## config.mk

```make
export PLATFORM = sky130hd
export DESIGN_NAME = lc3_exec_unit
export DESIGN_NICKNAME = d
export VERILOG_FILES = /design/src/rtl/lc3_pkg.sv /design/src/rtl/lc3_alu.sv /design/src/rtl/lc3_exec_unit.sv
export SDC_FILE = /design/constraint.sdc
export NUM_CORES = 1
export LEC_CHECK = 0
export ABC_AREA = 1
export ABC_CLOCK_PERIOD_IN_PS = 2200
export CAP_MARGIN = 0
export CORE_UTILIZATION = 30
export DETAILED_ROUTE_END_ITERATION = 10
export PLACE_DENSITY_LB_ADDON = 0.15
export SLEW_MARGIN = 20
export SYNTH_ARGS = -nofsm -noshare
export SYNTH_HDL_FRONTEND = slang
export SYNTH_SLANG_ARGS = --single-unit
```

## constraint.sdc

```tcl
create_clock -name Clk -period 2.2 [get_ports Clk]
set_clock_uncertainty 0.05 [all_clocks]
set_input_delay 0.44 -clock Clk [delete_from_list [all_inputs] [get_ports Clk]]
set_output_delay 0.44 -clock Clk [all_outputs]
set_load 0.05 [all_outputs]
```

## src/rtl/lc3_pkg.sv

```systemverilog
`default_nettype none
// ============================================================================
// Module      : lc3_pkg
// Description : Opcodes, FSM state type and NZP/sign-extension helpers shared
//               by the LC-3 execute/write-back stage. Helpers work on the
//               16-bit LC-3 word.
// Revision    : 1.0 - initial release
// ============================================================================
package lc3_pkg;

    localparam logic [3:0] OP_BR  = 4'b0000;
    localparam logic [3:0] OP_ADD = 4'b0001;
    localparam logic [3:0] OP_AND = 4'b0101;
    localparam logic [3:0] OP_NOT = 4'b1001;

    typedef enum logic [1:0] {
        IDLE = 2'd0,
        EXEC = 2'd1,
        WB   = 2'd2
    } state_t;

    function automatic logic [15:0] sext5(input logic [4:0] imm);
        return {{11{imm[4]}}, imm};
    endfunction

    function automatic logic [2:0] nzp_of(input logic [15:0] v);
        logic n;
        logic z;
        n = v[15];
        z = (v == 16'h0000);
        return {n, z, (!n && !z)};
    endfunction

endpackage
`default_nettype wire

```

## src/rtl/lc3_alu.sv

```systemverilog
`default_nettype none
// ============================================================================
// Module      : lc3_alu
// Description : Combinational LC-3 ALU (ADD/AND/NOT); other opcodes give 0.
// Revision    : 1.0 - initial release
// ============================================================================
module lc3_alu
    import lc3_pkg::*;
#(
    parameter int WIDTH = 16
) (
    input  logic [3:0]       op,
    input  logic [WIDTH-1:0] sr1,
    input  logic [WIDTH-1:0] op2,
    output logic [WIDTH-1:0] result
);

    // Carry out of the add is intentionally discarded.
    always_comb begin
        result = '0;
        case (op)
            OP_ADD:  result = sr1 + op2;
            OP_AND:  result = sr1 & op2;
            OP_NOT:  result = ~sr1;
            default: result = '0;
        endcase
    end

endmodule
`default_nettype wire

```

## src/rtl/lc3_exec_unit.sv

```systemverilog
`default_nettype none
// ============================================================================
// Module      : lc3_exec_unit
// Description : LC-3 execute/write-back stage: IDLE->EXEC->WB sequencing,
//               ALU result register, NZP condition codes and BEN evaluation.
// Revision    : 1.0 - initial release
// ============================================================================
module lc3_exec_unit
    import lc3_pkg::*;
#(
    parameter int         WIDTH   = 16,
    parameter logic [2:0] NZP_RST = 3'b010
) (
    input  logic             Clk,
    input  logic             Reset,
    input  logic             start,
    input  logic [15:0]      IR,
    input  logic [WIDTH-1:0] SR1,
    input  logic [WIDTH-1:0] SR2,
    input  logic             cc_load,
    input  logic [WIDTH-1:0] cc_data,
    output logic             busy,
    output logic             done,
    output logic [2:0]       SR1_sel,
    output logic [2:0]       DR,
    output logic             LD_REG,
    output logic [WIDTH-1:0] ALU_out,
    output logic [2:0]       NZP,
    output logic             BEN
);

    state_t           state;
    logic [15:0]      ir_q;
    logic [3:0]       w_opcode;
    logic             w_is_alu;
    logic             w_is_br;
    logic [WIDTH-1:0] w_op2;
    logic [WIDTH-1:0] w_result;
    logic             w_ben;

    assign w_opcode = ir_q[15:12];
    assign w_is_alu = (w_opcode == OP_ADD) || (w_opcode == OP_AND) || (w_opcode == OP_NOT);
    assign w_is_br  = (w_opcode == OP_BR);
    assign w_op2    = ir_q[5] ? WIDTH'(sext5(ir_q[4:0])) : SR2;
    assign w_ben    = (ir_q[11] & NZP[2]) | (ir_q[10] & NZP[1]) | (ir_q[9] & NZP[0]);

    assign SR1_sel  = ir_q[8:6];
    assign DR       = ir_q[11:9];

    lc3_alu #(
        .WIDTH (WIDTH)
    ) u_alu (
        .op     (w_opcode),
        .sr1    (SR1),
        .op2    (w_op2),
        .result (w_result)
    );

    always_ff @(posedge Clk or negedge Reset) begin
        if (!Reset) begin
            state   <= IDLE;
            ir_q    <= '0;
            busy    <= 1'b0;
            done    <= 1'b0;
            LD_REG  <= 1'b0;
            ALU_out <= '0;
            NZP     <= NZP_RST;
            BEN     <= 1'b0;
        end else begin
            // External CC loads are dropped on the WB exit edge so an ALU result always wins.
            if (cc_load && (state != WB)) begin
                NZP <= nzp_of(16'(cc_data));
            end
            case (state)
                IDLE: begin
                    if (start) begin
                        ir_q  <= IR;
                        busy  <= 1'b1;
                        state <= EXEC;
                    end
                end
                EXEC: begin
                    if (w_is_alu) begin
                        ALU_out <= w_result;
                    end
                    if (w_is_br) begin
                        BEN <= w_ben;
                    end
                    done   <= 1'b1;
                    LD_REG <= w_is_alu;
                    state  <= WB;
                end
                WB: begin
                    if (w_is_alu) begin
                        NZP <= nzp_of(16'(ALU_out));
                    end
                    done   <= 1'b0;
                    LD_REG <= 1'b0;
                    busy   <= 1'b0;
                    state  <= IDLE;
                end
                default: begin
                    done   <= 1'b0;
                    LD_REG <= 1'b0;
                    busy   <= 1'b0;
                    state  <= IDLE;
                end
            endcase
        end
    end

endmodule
`default_nettype wire

```

Word-level counts from Yosys, hierarchy flattened
Cells that the tools add are included.
{"block": "word_totals", "word_cells": 52, "rom_bits": 0, "reg_bits": 41, "mem_bits_rw": 0, "output_inout_bits": 29, "inputBits": 68, "latch_bits": 0, "memories": 0}
{"block": "classes", "shift": 0, "reduce_logical": 17, "n_eq_ne": 7, "div_mod_pow": 0, "magnitude_cmp": 0, "mul": 0, "bitwise": 8, "muxes": 11, "n_addsub": 1}
{"operator": "case mux 16 bit (3 select lines)", "n": 1}
{"operator": "zero test 16 bit", "n": 2}
{"operator": "adder 16 bit", "n": 1}
{"operator": "AND 16 bit", "n": 1}
{"operator": "two-way mux 16 bit", "n": 1}
{"operator": "NOT 16 bit", "n": 1}
{"operator": "two-way mux 3 bit", "n": 3}
{"operator": "AND reduction 2 bit", "n": 4}
{"operator": "case mux 1 bit (2 select lines)", "n": 3}
{"operator": "== test 4 x 1 -> 1 bit (second input constant)", "n": 1}
{"operator": "== test 4 x 3 -> 1 bit (second input constant)", "n": 1}
{"operator": "== test 4 bit (second input constant)", "n": 1}
{"operator": "zero test 1 bit", "n": 4}
{"operator": "zero test 4 bit", "n": 1}
{"operator": "!= test 2 bit (second input constant)", "n": 2}
{"operator": "case mux 2 bit (2 select lines)", "n": 1}
{"operator": "AND 1 bit", "n": 3}
{"operator": "logical AND 1 bit", "n": 3}
{"operator": "== test 2 x 1 -> 1 bit (second input constant)", "n": 1}
{"operator": "== test 2 bit (second input constant)", "n": 1}
{"operator": "zero test 2 bit", "n": 1}
{"operator": "logical OR 1 bit", "n": 2}
{"operator": "two-way mux 2 bit", "n": 1}
{"operator": "OR 1 bit", "n": 2}
{"operator": "other kinds (2)", "n": 2}

Logic depth before layout (Yosys ltp)
Gate-level depths: netlist of the first run.
{"block": "depth", "ltp_word": 6, "depth_mapped": 14, "mapped_depth_nobuf": 14}

Hierarchy
Synthesis of the first run repeated with hierarchy kept, for this count alone.
{"block": "unflattened", "cells_unflattened": 497, "hier_area_um2": 3309.4}
{"module": "lc3_exec_unit", "area_each_um2": 2010.7, "cells_per_inst": 259, "seq_area_each_um2": 1027.2, "instances": 1}
{"module": "lc3_alu", "area_each_um2": 1298.7, "cells_per_inst": 238, "seq_area_each_um2": 0.0, "instances": 1}

Worst setup path after synthesis of the first run
Ideal clock, no wire load.
{"block": "synth_timing", "path_kind": "flip-flop to flip-flop", "start": "reg ir_q[5]", "end": "reg ALU_out[6]", "n_path_buf": 2, "setup_ns": 0.121, "t_arrival_ns": 1.972, "synth_period_minus_slack_ns": 2.143, "stages_incl_launch_ff": 13, "t_required_ns": 2.029, "setup_slack_ns": 0.057, "cell_sequence": "dfrtp_1 clkbuf_1 nand2_1 clkbuf_1 o21ai_0 ha_1 nand2_1 inv_1 nand2_1 nand3_1 or2_2 nand3_1 a21oi_1"}
{"block": "synth_via", "elab_chain_cells": 3, "elab_cells_between_ends": 4, "classes_between": "1 x add/sub; 2 x mux; 1 x bitwise"}
{"element": "start, declared", "line": "lc3_exec_unit.sv:33", "source": "logic [15:0] ir_q;"}
{"element": "start signal, assigned", "line": "lc3_exec_unit.sv:62", "source": "ir_q <= '0;"}
{"element": "start signal, assigned", "line": "lc3_exec_unit.sv:77", "source": "ir_q <= IR;"}
{"element": "two-way mux 16 bit *", "line": "lc3_exec_unit.sv:44", "source": "assign w_op2 = ir_q[5] ? WIDTH'(sext5(ir_q[4:0])) : SR2;"}
{"element": "adder 16 bit or AND 16 bit (tied branches)", "line": "lc3_alu.sv:22, lc3_alu.sv:23"}
{"element": "case mux 16 bit (3 select lines) *", "line": "lc3_alu.sv:21", "source": "case (op)"}
{"element": "end signal, assigned", "line": "lc3_exec_unit.sv:84", "source": "ALU_out <= w_result;"}
{"element": "end, declared", "line": "lc3_exec_unit.sv:27", "source": "output logic [WIDTH-1:0] ALU_out,"}
Mark *: on every way between the ends. The rest lies on a longest branch, timed or not.
A chain may end at the register's enable or synchronous reset.

Worst setup path after layout of the first run
{"block": "layout_timing", "start": "reg ir_q[5]", "end": "reg ALU_out[13]"}
Same word-level chain as after synthesis.

==> impl_metrics.env, run 1 <==
export IMPL_postRouteAntennaNets=0
export IMPL_grt_pass1_vias=3276
export IMPL_internal_power_mw=2.70
export IMPL_grt_pass1_wl_mm=15.5
export IMPL_final_layout_size_suffix_gt1_share_pct=32.4
export IMPL_nNetsFinal=673
export IMPL_cp_max_fo=7
export IMPL_final_cells=725
export IMPL_power_frac_seq_pct=24.4
export IMPL_synth_xor_area_share_pct=0
export IMPL_p_clk_share_pct=10.4
export IMPL_seqCellArea_mm2=0.00103
export IMPL_cpPeakStageDelay_ps=520
export IMPL_die_h_um=105
export IMPL_post_place_ws_ps=-319
export IMPL_p_leak_nw=2.39
export IMPL_yosysWarnings=0
export IMPL_cts_buffers=5
export IMPL_die_w_um=105
export IMPL_drt_first_pass_iters=4
export IMPL_yosys_area_top_type="dfrtp_1"
export IMPL_gp_congestion=0.856
export IMPL_ys_ff_latch=41
export IMPL_cts_tree="built"
export IMPL_cp_cell_sequence="nand2_4, buf_12, o21ai_4, ha_4, nand2_4, inv_4, buf_6, nand2_4, nor3_4, nand2_2, nand3_2, nand3_2, a21oi_2"
export IMPL_synth_top_family_by_area="simple AND/OR/NAND/NOR gates"
export IMPL_post_route_period_util_pct=99.1
export IMPL_slowest_stage="dfrtp_2"
export IMPL_p_sw_mw=2.54
export IMPL_worstRegToRegCells=13
export IMPL_synth_largest_type_area_fraction_pct=31.7
export IMPL_r2r_end="ALU_out[13]"
export IMPL_synth_cells=461
export IMPL_ir_drop_uv=376
export IMPL_synth_compound_area_share_pct=13.8
export IMPL_powerDensity_mw_per_mm2=1020
export IMPL_cts_root_buf="clkbuf_8"
export IMPL_synth_adder_area_share_pct=6.98
export IMPL_drv_cap=0
export IMPL_start_kind="flop"
export IMPL_area_delta_synth_final_pct=63.1
export IMPL_worst_ep_arrival_time_ps=2360
export IMPL_finalSetupViolCount=0
export IMPL_final_util_pct=50.0
export IMPL_muxShareOfSynthArea_pct=1.07
export IMPL_hold_class="input port to async pin"
export IMPL_antenna_found_initial=0
export IMPL_synth_edf_count=0
export IMPL_cp_data_required_time_ps=2380
export IMPL_synth_area_leaders="dfrtp_1 (32%), nand2_1 (16%), inv_1 (8.1%)"
export IMPL_syn_nets=546
export IMPL_combPwrFrac_pct=65.2
export IMPL_grt_max_degree=42
export IMPL_insertion_delay_ps=290
export IMPL_rows=37
export IMPL_vias=3362
export IMPL_start_util_pct=30.7
export IMPL_syn_area_mm2=0.00315
export IMPL_ys_types=37
export IMPL_wl_per_cell_um=14.0
export IMPL_drc=0
export IMPL_ios=97
export IMPL_clk_pin_slew_ps=80
export IMPL_hold_viol_final=0
export IMPL_worstSetupPathType="flop to flop"
export IMPL_drtIter0Drc=172
export IMPL_async_reset_ff_share_pct=100
export IMPL_drv_slew=0
export IMPL_r2r_start="ir_q[5]"
export IMPL_layout_min_cycle_time_ps=2180
export IMPL_coreArea_mm2=0.0103
export IMPL_slew_headroom_pct=59.8
export IMPL_avgSynthCellArea_um2=6.84
export IMPL_grt_overflow_total=0
export IMPL_cts_max_level=2
export IMPL_clock_sinks=41
export IMPL_cts_buffer_depth=2
export IMPL_portBuffers=96
export IMPL_ff2ff_setup_slack_ps=20
export IMPL_drt_wl_total_mm=10.2
export IMPL_fmax_mhz=459
export IMPL_dp_cells=702
export IMPL_die_area_mm2=0.0109
export IMPL_setup_ws_ps=19.1
export IMPL_swShare_pct=48.4
export IMPL_num_fill_cells=1041
export IMPL_grt_total_usage_pct=17.6
export IMPL_status="complete, no violations"
export IMPL_synth_seq_area_share_pct=32.6
export IMPL_yosys_area_share_simple_pct=32.9
export IMPL_grt_setup_unrepaired="true"
export IMPL_routed_via_density=4.64
export IMPL_tightest_slew_ps=602
export IMPL_tns_ps=0
export IMPL_hpwl_mm=7.43
export IMPL_path_common_cell="nand2_4"
export IMPL_antenna_cells=0
export IMPL_synth_main_ff_cell="dfrtp_1"
export IMPL_multiInputGateArea_mm2=0.00222
export IMPL_cp_end_kind="flop"
-- timing repair --
item,in CTS,in global routing
gates cloned,0,1
buffers inserted,0,14
resized for setup,10,132
setup endpoints to repair,13,13
pin swaps,3,57
hold buffers,0,0
-- critical path, delay by kind of cell, from the launching register on --
kind,cells,cell delay (ps)
buffers and inverters,3,300
DFF,1,520
AOI/OAI and AO/OA,2,230
adders and majority gates,1,300
and+or+nand+nor,7,710
-- cell usage after synthesis (3+ instances only) --
master and count:
inv_1 68, nand2_1 138, nor2_1 35, nor4_1 4
dfrtp_1 40, nor2_2 14, clkbuf_1 5, a21oi_1 14
mux2_2 3, buf_2 4, buf_4 6, ha_1 16
or2_2 5, nand4_1 6, inv_2 3, nor3_1 3
o21ai_0 24, o22ai_1 16, a21oi_2 10, nand3_1 26
-- flip-flops by register name, indices dropped and copies added (netlist names) --
name / flops
busy: 1
done: 1
NZP: 3
ALU_out: 16
LD_REG: 1
state: 2
BEN: 1
ir_q: 16
-- cell type report --
type                    count  area share (%)
clock buffers               7            1.87
clock inverters             1          0.0973
inverters                  72            5.50
multi-input cells         330            43.1
flip-flops and latches     41            20.0
well taps                 136            3.31
repair buffers            138            26.1
-- power by group through the flow --
stage	sequential [mW]	combinational [mW]	clock (mW)
3_3_place_gp	1.28	2.77	0
4_1_cts	1.28	2.82	0.563
5_1_grt	1.31	3.65	0.592
6_report	1.28	3.41	0.544
3_5_place_dp	1.28	2.79	0
2_1_floorplan	1.84	1.22	0
-- through the flow --
stage | instance area [um2] | hold slack, ps | power, mW
after floorplan | 3150 | 94.4 | 3.07
after global placement | 4380 | 383 | 4.05
after detailed placement | 4380 | 380 | 4.08
after CTS | 4510 | 60.4 | 4.66
after global routing | 5140 | 77.8 | 5.56
final | 5140 | 52.5 | 5.24
-- cell usage in the layout, fill, tap and decap left out, types with 4 or more instances in the layout --
cell             netlist  routed
o21ai_1                2       4
nor4_1                 4       4
nor2_1                35      32
o21ai_2                1       8
o21ai_4                0       4
or2_2                  5       4
a21oi_1               14       9
nand3_1               26      12
nand4_1                6       6
nand3_2                1      14
a21oi_2               10      15
o22ai_1               16      16
inv_1                 68      59
ha_4                   0      11
clkbuf_8               0       7
dfrtp_1               40      39
nand2_2                0      33
nand2_1              138      99
nor2_2                14      16
inv_2                  3       9
buf_4                  6      34
o21ai_0               24      11
buf_6                  2       4
clkdlybuf4s50_1        0      95
nand2_4                0       6
-- worst max path at each step --
stage,from,end,slack [ps],cells after the start
after floorplan,ir_q[5],ALU_out[6],60,12
after global placement,SR2[2],ALU_out[5],-270,10
after detailed placement,SR2[0],ALU_out[8],-320,12
after CTS,ir_q[5],ALU_out[13],-20,13
after global routing,ir_q[5],ALU_out[15],-70,12
final,ir_q[5],ALU_out[13],20,13
-- metal layers --
layer,global-route usage (%),share of wire [%],vias to the layer above,wire (um)
met5,0,0,-,0
met4,5.51,0.94,0,96
met3,2.26,5.1,8,518
met2,30.5,51,90,5150
met1,22.6,43,1538,4400
li1,-,-,1726,-
-- cells by family after synthesis --
kind of cell | after synthesis
fa+ha+maj | 17
simple gates | 238
buf+inv | 90
flops | 41
compound gates | 72
mux | 3
(Power assumes the default switching activity.)
==> run 2, diff against run 1 <==
--- a/config.mk
+++ b/config.mk
@@ -8,7 +8,8 @@
 export ABC_AREA = 1
 export ABC_CLOCK_PERIOD_IN_PS = 2200
 export CAP_MARGIN = 0
-export CORE_UTILIZATION = 30
+export CORE_MARGIN = 8
+export CORE_UTILIZATION = 43
 export DETAILED_ROUTE_END_ITERATION = 10
 export PLACE_DENSITY_LB_ADDON = 0.15
 export SLEW_MARGIN = 20
==> impl_metrics.env, run 2 (synthesized netlist as in run 1, its figures left out) <==
export IMPL_grt_max_degree=42
export IMPL_coreArea_mm2=0.00718
export IMPL_grt_overflow_total=0
export IMPL_drv_cap=0
export IMPL_cp_end_kind="flop"
export IMPL_placed_cell_area_mm2=0.00436
export IMPL_clk_pin_slew_ps=70
export IMPL_wl_met2_mm=5.18
export IMPL_nNetsFinal=674
export IMPL_layout_min_cycle_time_ps=2210
export IMPL_fmax_mhz=453
export IMPL_p_leak_nw=2.37
export IMPL_postRouteAntennaNets=0
export IMPL_worstSetupPathType="flop to flop"
export IMPL_grt_pass1_vias=3249
export IMPL_die_area_mm2=0.0103
export IMPL_mostFrequentLayoutCell="nand2_1"
export IMPL_rows=31
export IMPL_wl_met3_um=656
export IMPL_r2r_start="ir_q[5]"
export IMPL_cp_cell_sequence="nand2_4, clkbuf_16, o21ai_0, ha_1, nand2_2, buf_4, nor3_2, nand2_1, nand2_1, nand2_1, nand3_2, a21oi_2"
export IMPL_die_h_um=102
export IMPL_drt_wl_total_mm=10.4
export IMPL_gp_congestion=0.872
export IMPL_grt_total_usage_pct=18.6
export IMPL_grt_pass1_wl_mm=15.3
export IMPL_ios=97
export IMPL_path_common_cell="nand2_1"
export IMPL_finalInstanceArea_mm2=0.00504
export IMPL_hold_slack_ps=152
export IMPL_drt_first_pass_iters=5
export IMPL_hold_viol_final=0
export IMPL_tightest_slew_ps=595
export IMPL_finalPower_mw=5.15
export IMPL_drv_slew=0
export IMPL_slowest_stage="dfrtp_2"
export IMPL_cp_num_buf_inv=2
export IMPL_start_util_pct=43.9
export IMPL_hold_class="input port to async pin"
export IMPL_area_delta_synth_final_pct=59.8
export IMPL_hpwl_mm=7.65
export IMPL_powerDensity_mw_per_mm2=1020
export IMPL_slew_headroom_pct=60.3
export IMPL_portBuffers=96
export IMPL_antenna_cells=0
export IMPL_antenna_found_initial=0
export IMPL_die_w_um=102
export IMPL_wl_per_cell_um=15.1
export IMPL_cp_data_required_time_ps=2330
export IMPL_critPathLaunch="ir_q[5]"
export IMPL_cpPeakStageDelay_ps=520
export IMPL_violations="negative setup slack"
export IMPL_cts_root_buf="clkbuf_8"
export IMPL_vias=3459
export IMPL_cp_max_fo=8
export IMPL_worst_ep_arrival_time_ps=2340
export IMPL_top_layer_used="met4"
export IMPL_start_kind="flop"
export IMPL_clock_sinks=41
export IMPL_final_layout_size_suffix_gt1_share_pct=31.6
export IMPL_routed_via_density=5.03
export IMPL_cts_buffer_depth=2
export IMPL_setup_ws_ps=-8.13
export IMPL_final_util_pct=70.2
export IMPL_drtIter0Drc=175
export IMPL_cts_max_level=2
export IMPL_cp_top_family="simple AND/OR/NAND/NOR gates"
export IMPL_cts_buffers=5
export IMPL_wl_met1_mm=4.38
export IMPL_cts_tree="built"
export IMPL_drc=0
export IMPL_num_fill_cells=569
export IMPL_post_route_period_util_pct=100
export IMPL_status="finished, violations left"
export IMPL_grt_setup_unrepaired="true"
export IMPL_final_cell_mix="nand2_1 (105), clkdlybuf4s50_1 (95), inv_1 (61)"
export IMPL_ir_drop_uv=394
export IMPL_top_regs="ALU_out x16, ir_q x16, NZP x3"
export IMPL_finalSetupViolCount=1
export IMPL_insertion_delay_ps=290
## run 2: cell types whose count changed in the layout (fill, tap and decap cells not counted), sizes merged
cell | previous run | this run
buf | 42 | 43
clkbuf | 8 | 6
## run 2: power breakdown
part / internal [mW] / switching (mW)
Combinational: 1.42 / 2.02
Sequential: 1.01 / 0.250
Clock: 0.209 / 0.242
## run 2: layer usage
| metal | vias up | GRT usage, % |
|---|---|---|
| met2 | 116 | 33.1 |
| met5 | - | 0 |
| met3 | 23 | 2.96 |
| met1 | 1597 | 22.3 |
| met4 | 0 | 5.38 |
| li1 | 1723 | - |
## run 2: path summary, 6_finish.rpt
kind / to / slack [ps] / cells after the start
max in group asynchronous: ir_q[5] / 1550 / 2
hold reg to reg: ir_q[7] / 430 / 2
min in group Clk: ir_q[7] / 430 / 2
setup / recovery: ALU_out[15] / -8 / 12
setup reg to reg: ALU_out[15] / -8 / 12
hold / removal: ir_q[0] / 150 / 2
## run 2: timing repair
action,in CTS,in global routing
buffers inserted,0,12
gates cloned,0,1
hold buffers,0,0
pin swaps,1,56
setup endpoints to repair,13,13
resized for setup,6,125
## run 2: final cells by class
class / count / area [um2] / area share [%]
Inverter: 72 / 278 / 5.51
Timing Repair Buffer: 139 / 1350 / 26.7
Clock inverter: 1 / 5.00 / 0.0993
Clock buffer: 5 / 68.8 / 1.37
Sequential cell: 41 / 1030 / 20.4
Tap cell: 99 / 124 / 2.46
Multi-Input combinational cell: 330 / 2190 / 43.4
## run 2: stage by stage
| stage | setup slack (ps) | cells | TNS [ps] |
|---|---|---|---|
| global placement | -236 | 668 | -2650 |
| floorplan | 57.3 | 461 | 0 |
| detailed placement | -306 | 668 | -3380 |
| CTS | 3.48 | 674 | 0 |
| finish | -8.13 | 687 | -8.13 |
| global route | -113 | 687 | -514 |
==> run 3, diff against run 2 <==
--- a/config.mk
+++ b/config.mk
@@ -6,12 +6,12 @@
 export NUM_CORES = 1
 export LEC_CHECK = 0
 export ABC_AREA = 1
-export ABC_CLOCK_PERIOD_IN_PS = 2200
 export CAP_MARGIN = 0
 export CORE_MARGIN = 8
 export CORE_UTILIZATION = 43
 export DETAILED_ROUTE_END_ITERATION = 10
 export PLACE_DENSITY_LB_ADDON = 0.15
+export SKIP_LAST_GASP = 1
 export SLEW_MARGIN = 20
 export SYNTH_ARGS = -nofsm -noshare
 export SYNTH_HDL_FRONTEND = slang
==> impl_metrics.env, run 3 (synthesized netlist as in run 1, its figures left out) <==
export IMPL_start_kind="flop"
export IMPL_drt_first_pass_iters=5
export IMPL_ff2ff_setup_slack_ps=-10
export IMPL_grt_pass1_wl_mm=15.2
export IMPL_grt_use_met3_pct=2.96
export IMPL_finalPower_mw=5.16
export IMPL_busiest_layer="met2"
export IMPL_cts_buffers=5
export IMPL_postCtsHoldBufs=0
export IMPL_drtIter0Drc=148
export IMPL_hold_slack_ps=152
export IMPL_grt_overflow_total=0
export IMPL_cp_end_kind="flop"
export IMPL_met2_usage_pct=33.0
export IMPL_cp_cell_sequence="buf_8, o21ai_2, ha_4, nand2_2, inv_2, buf_4, nand2_2, nor3_2, nand2_1, nand2_1, nand2_2, nand3_4, a21oi_2"
export IMPL_coreArea_mm2=0.00718
export IMPL_ios=97
export IMPL_cts_tree="built"
export IMPL_mostFrequentLayoutCell="nand2_1"
export IMPL_cts_root_buf="clkbuf_8"
export IMPL_num_fill_cells=565
export IMPL_cts_max_level=2
export IMPL_die_w_um=102
export IMPL_grt_pass1_vias=3238
export IMPL_area_delta_synth_final_pct=60.1
export IMPL_fmax_mhz=452
export IMPL_clk_pin_slew_ps=70
export IMPL_grt_setup_unrepaired="true"
export IMPL_die_area_mm2=0.0103
export IMPL_rows=31
export IMPL_gp_congestion=0.872
export IMPL_antenna_found_initial=0
export IMPL_slew_headroom_pct=57.3
export IMPL_powerDensity_mw_per_mm2=1020
export IMPL_wl_per_cell_um=15.1
export IMPL_r2r_start="ir_q[5]"
export IMPL_drt_wl_total_mm=10.4
export IMPL_slowest_stage="dfrtp_2"
export IMPL_final_layout_size_suffix_gt1_share_pct=33.2
export IMPL_grt_use_met1_pct=22.3
export IMPL_insertion_delay_ps=290
export IMPL_vias=3436
export IMPL_tightest_slew_ps=640
export IMPL_worstSetupPathType="flop to flop"
export IMPL_die_h_um=102
export IMPL_grt_max_degree=42
export IMPL_grt_total_usage_pct=18.6
export IMPL_path_common_cell="nand2_2"
export IMPL_portBuffers=96
export IMPL_drv_cap=0
export IMPL_cp_max_fo=12
export IMPL_postRouteAntennaNets=0
export IMPL_hpwl_mm=7.65
export IMPL_worstRegToRegCells=13
export IMPL_final_cell_mix="nand2_1 (99), clkdlybuf4s50_1 (95), inv_1 (58)"
export IMPL_routed_via_density=5.00
export IMPL_drv_slew=0
export IMPL_setup_ws_ps=-10.7
export IMPL_start_util_pct=43.9
export IMPL_hold_class="input port to async pin"
export IMPL_cts_buffer_depth=2
export IMPL_finalSetupViolCount=2
export IMPL_post_place_ws_ps=-306
export IMPL_status="finished, violations left"
export IMPL_p_leak_nw=2.34
export IMPL_antenna_cells=0
export IMPL_layout_min_cycle_time_ps=2210
export IMPL_r2r_end="ALU_out[13]"
export IMPL_clock_sinks=41
export IMPL_post_route_period_util_pct=100
export IMPL_violations="negative setup slack"
export IMPL_final_util_pct=70.4
export IMPL_drc=0
export IMPL_top_regs="ALU_out x16, ir_q x16, NZP x3"
export IMPL_placed_cell_area_mm2=0.00436
export IMPL_nNetsFinal=674
export IMPL_worst_ep_arrival_time_ps=2380
export IMPL_finalInstanceArea_mm2=0.00505
export IMPL_ir_drop_uv=370
export IMPL_cp_data_required_time_ps=2370
export IMPL_cpPeakStageDelay_ps=530
export IMPL_hold_viol_final=0
==> run 3: cell types whose count changed in the layout (fill, tap and decap cells not counted), moves of 2 or more <==
cell and delta:
nand2_2 +7, inv_2 +3, nor2_2 -2, nand2_1 -6, nor2_1 +2, inv_1 -3
==> run 3: repair_timing <==
action	CTS	global route
cloned	0	1
setup endpoints to repair	13	13
pin swaps	0	62
gates resized for setup	5	135
buffers inserted	0	12
==> run 3: worst max path at each step <==
stage	startpoint	endpoint	depth (start not counted)
floorplan	ir_q[5]	ALU_out[6]	12
global placement	SR2[0]	ALU_out[12]	13
detailed placement	SR2[0]	ALU_out[8]	12
CTS	ir_q[5]	ALU_out[13]	13
global route	ir_q[5]	ALU_out[13]	13
finish	ir_q[5]	ALU_out[13]	13
==> run 3: layer usage <==
metal / vias up / wire length [um]
met4: 0 / 252
met3: 19 / 728
met1: 1564 / 4300
li1: 1726 / -
met5: - / 0
met2: 127 / 5080
==> run 3: power breakdown <==
group          total, mW  internal (mW)  switching [mW]
combinational       3.44           1.42            2.03
sequential          1.27           1.01           0.254
clock              0.450          0.209           0.242
==> run 3: area by class of cell <==
class                   count  area, um2  area share [%]
multi-input cells         330       2200            43.6
repair buffers            139       1340            26.6
flip-flops and latches     41       1030            20.4
inverters                  72        278            5.50
well taps                  99        124            2.45
clock buffers               5       68.8            1.36
clock inverters             1       5.00          0.0991
==> run 3: critical path, delay by kind of cell, from the launching register on <==
kind / cells / cell delay (ps)
AO/OA/AOI/OAI: 2 / 360
flip-flops: 1 / 530
adder cells (fa/ha/maj): 1 / 240
buffers and inverters: 3 / 370
AND/OR/NAND/NOR: 7 / 560
==> run 3: metrics by stage <==
stage | std cells | setup TNS, ps
floorplan | 461 | 0
global placement | 668 | -2650
detailed placement | 668 | -3380
CTS | 674 | -23.0
global route | 687 | -611
finish | 687 | -14.2
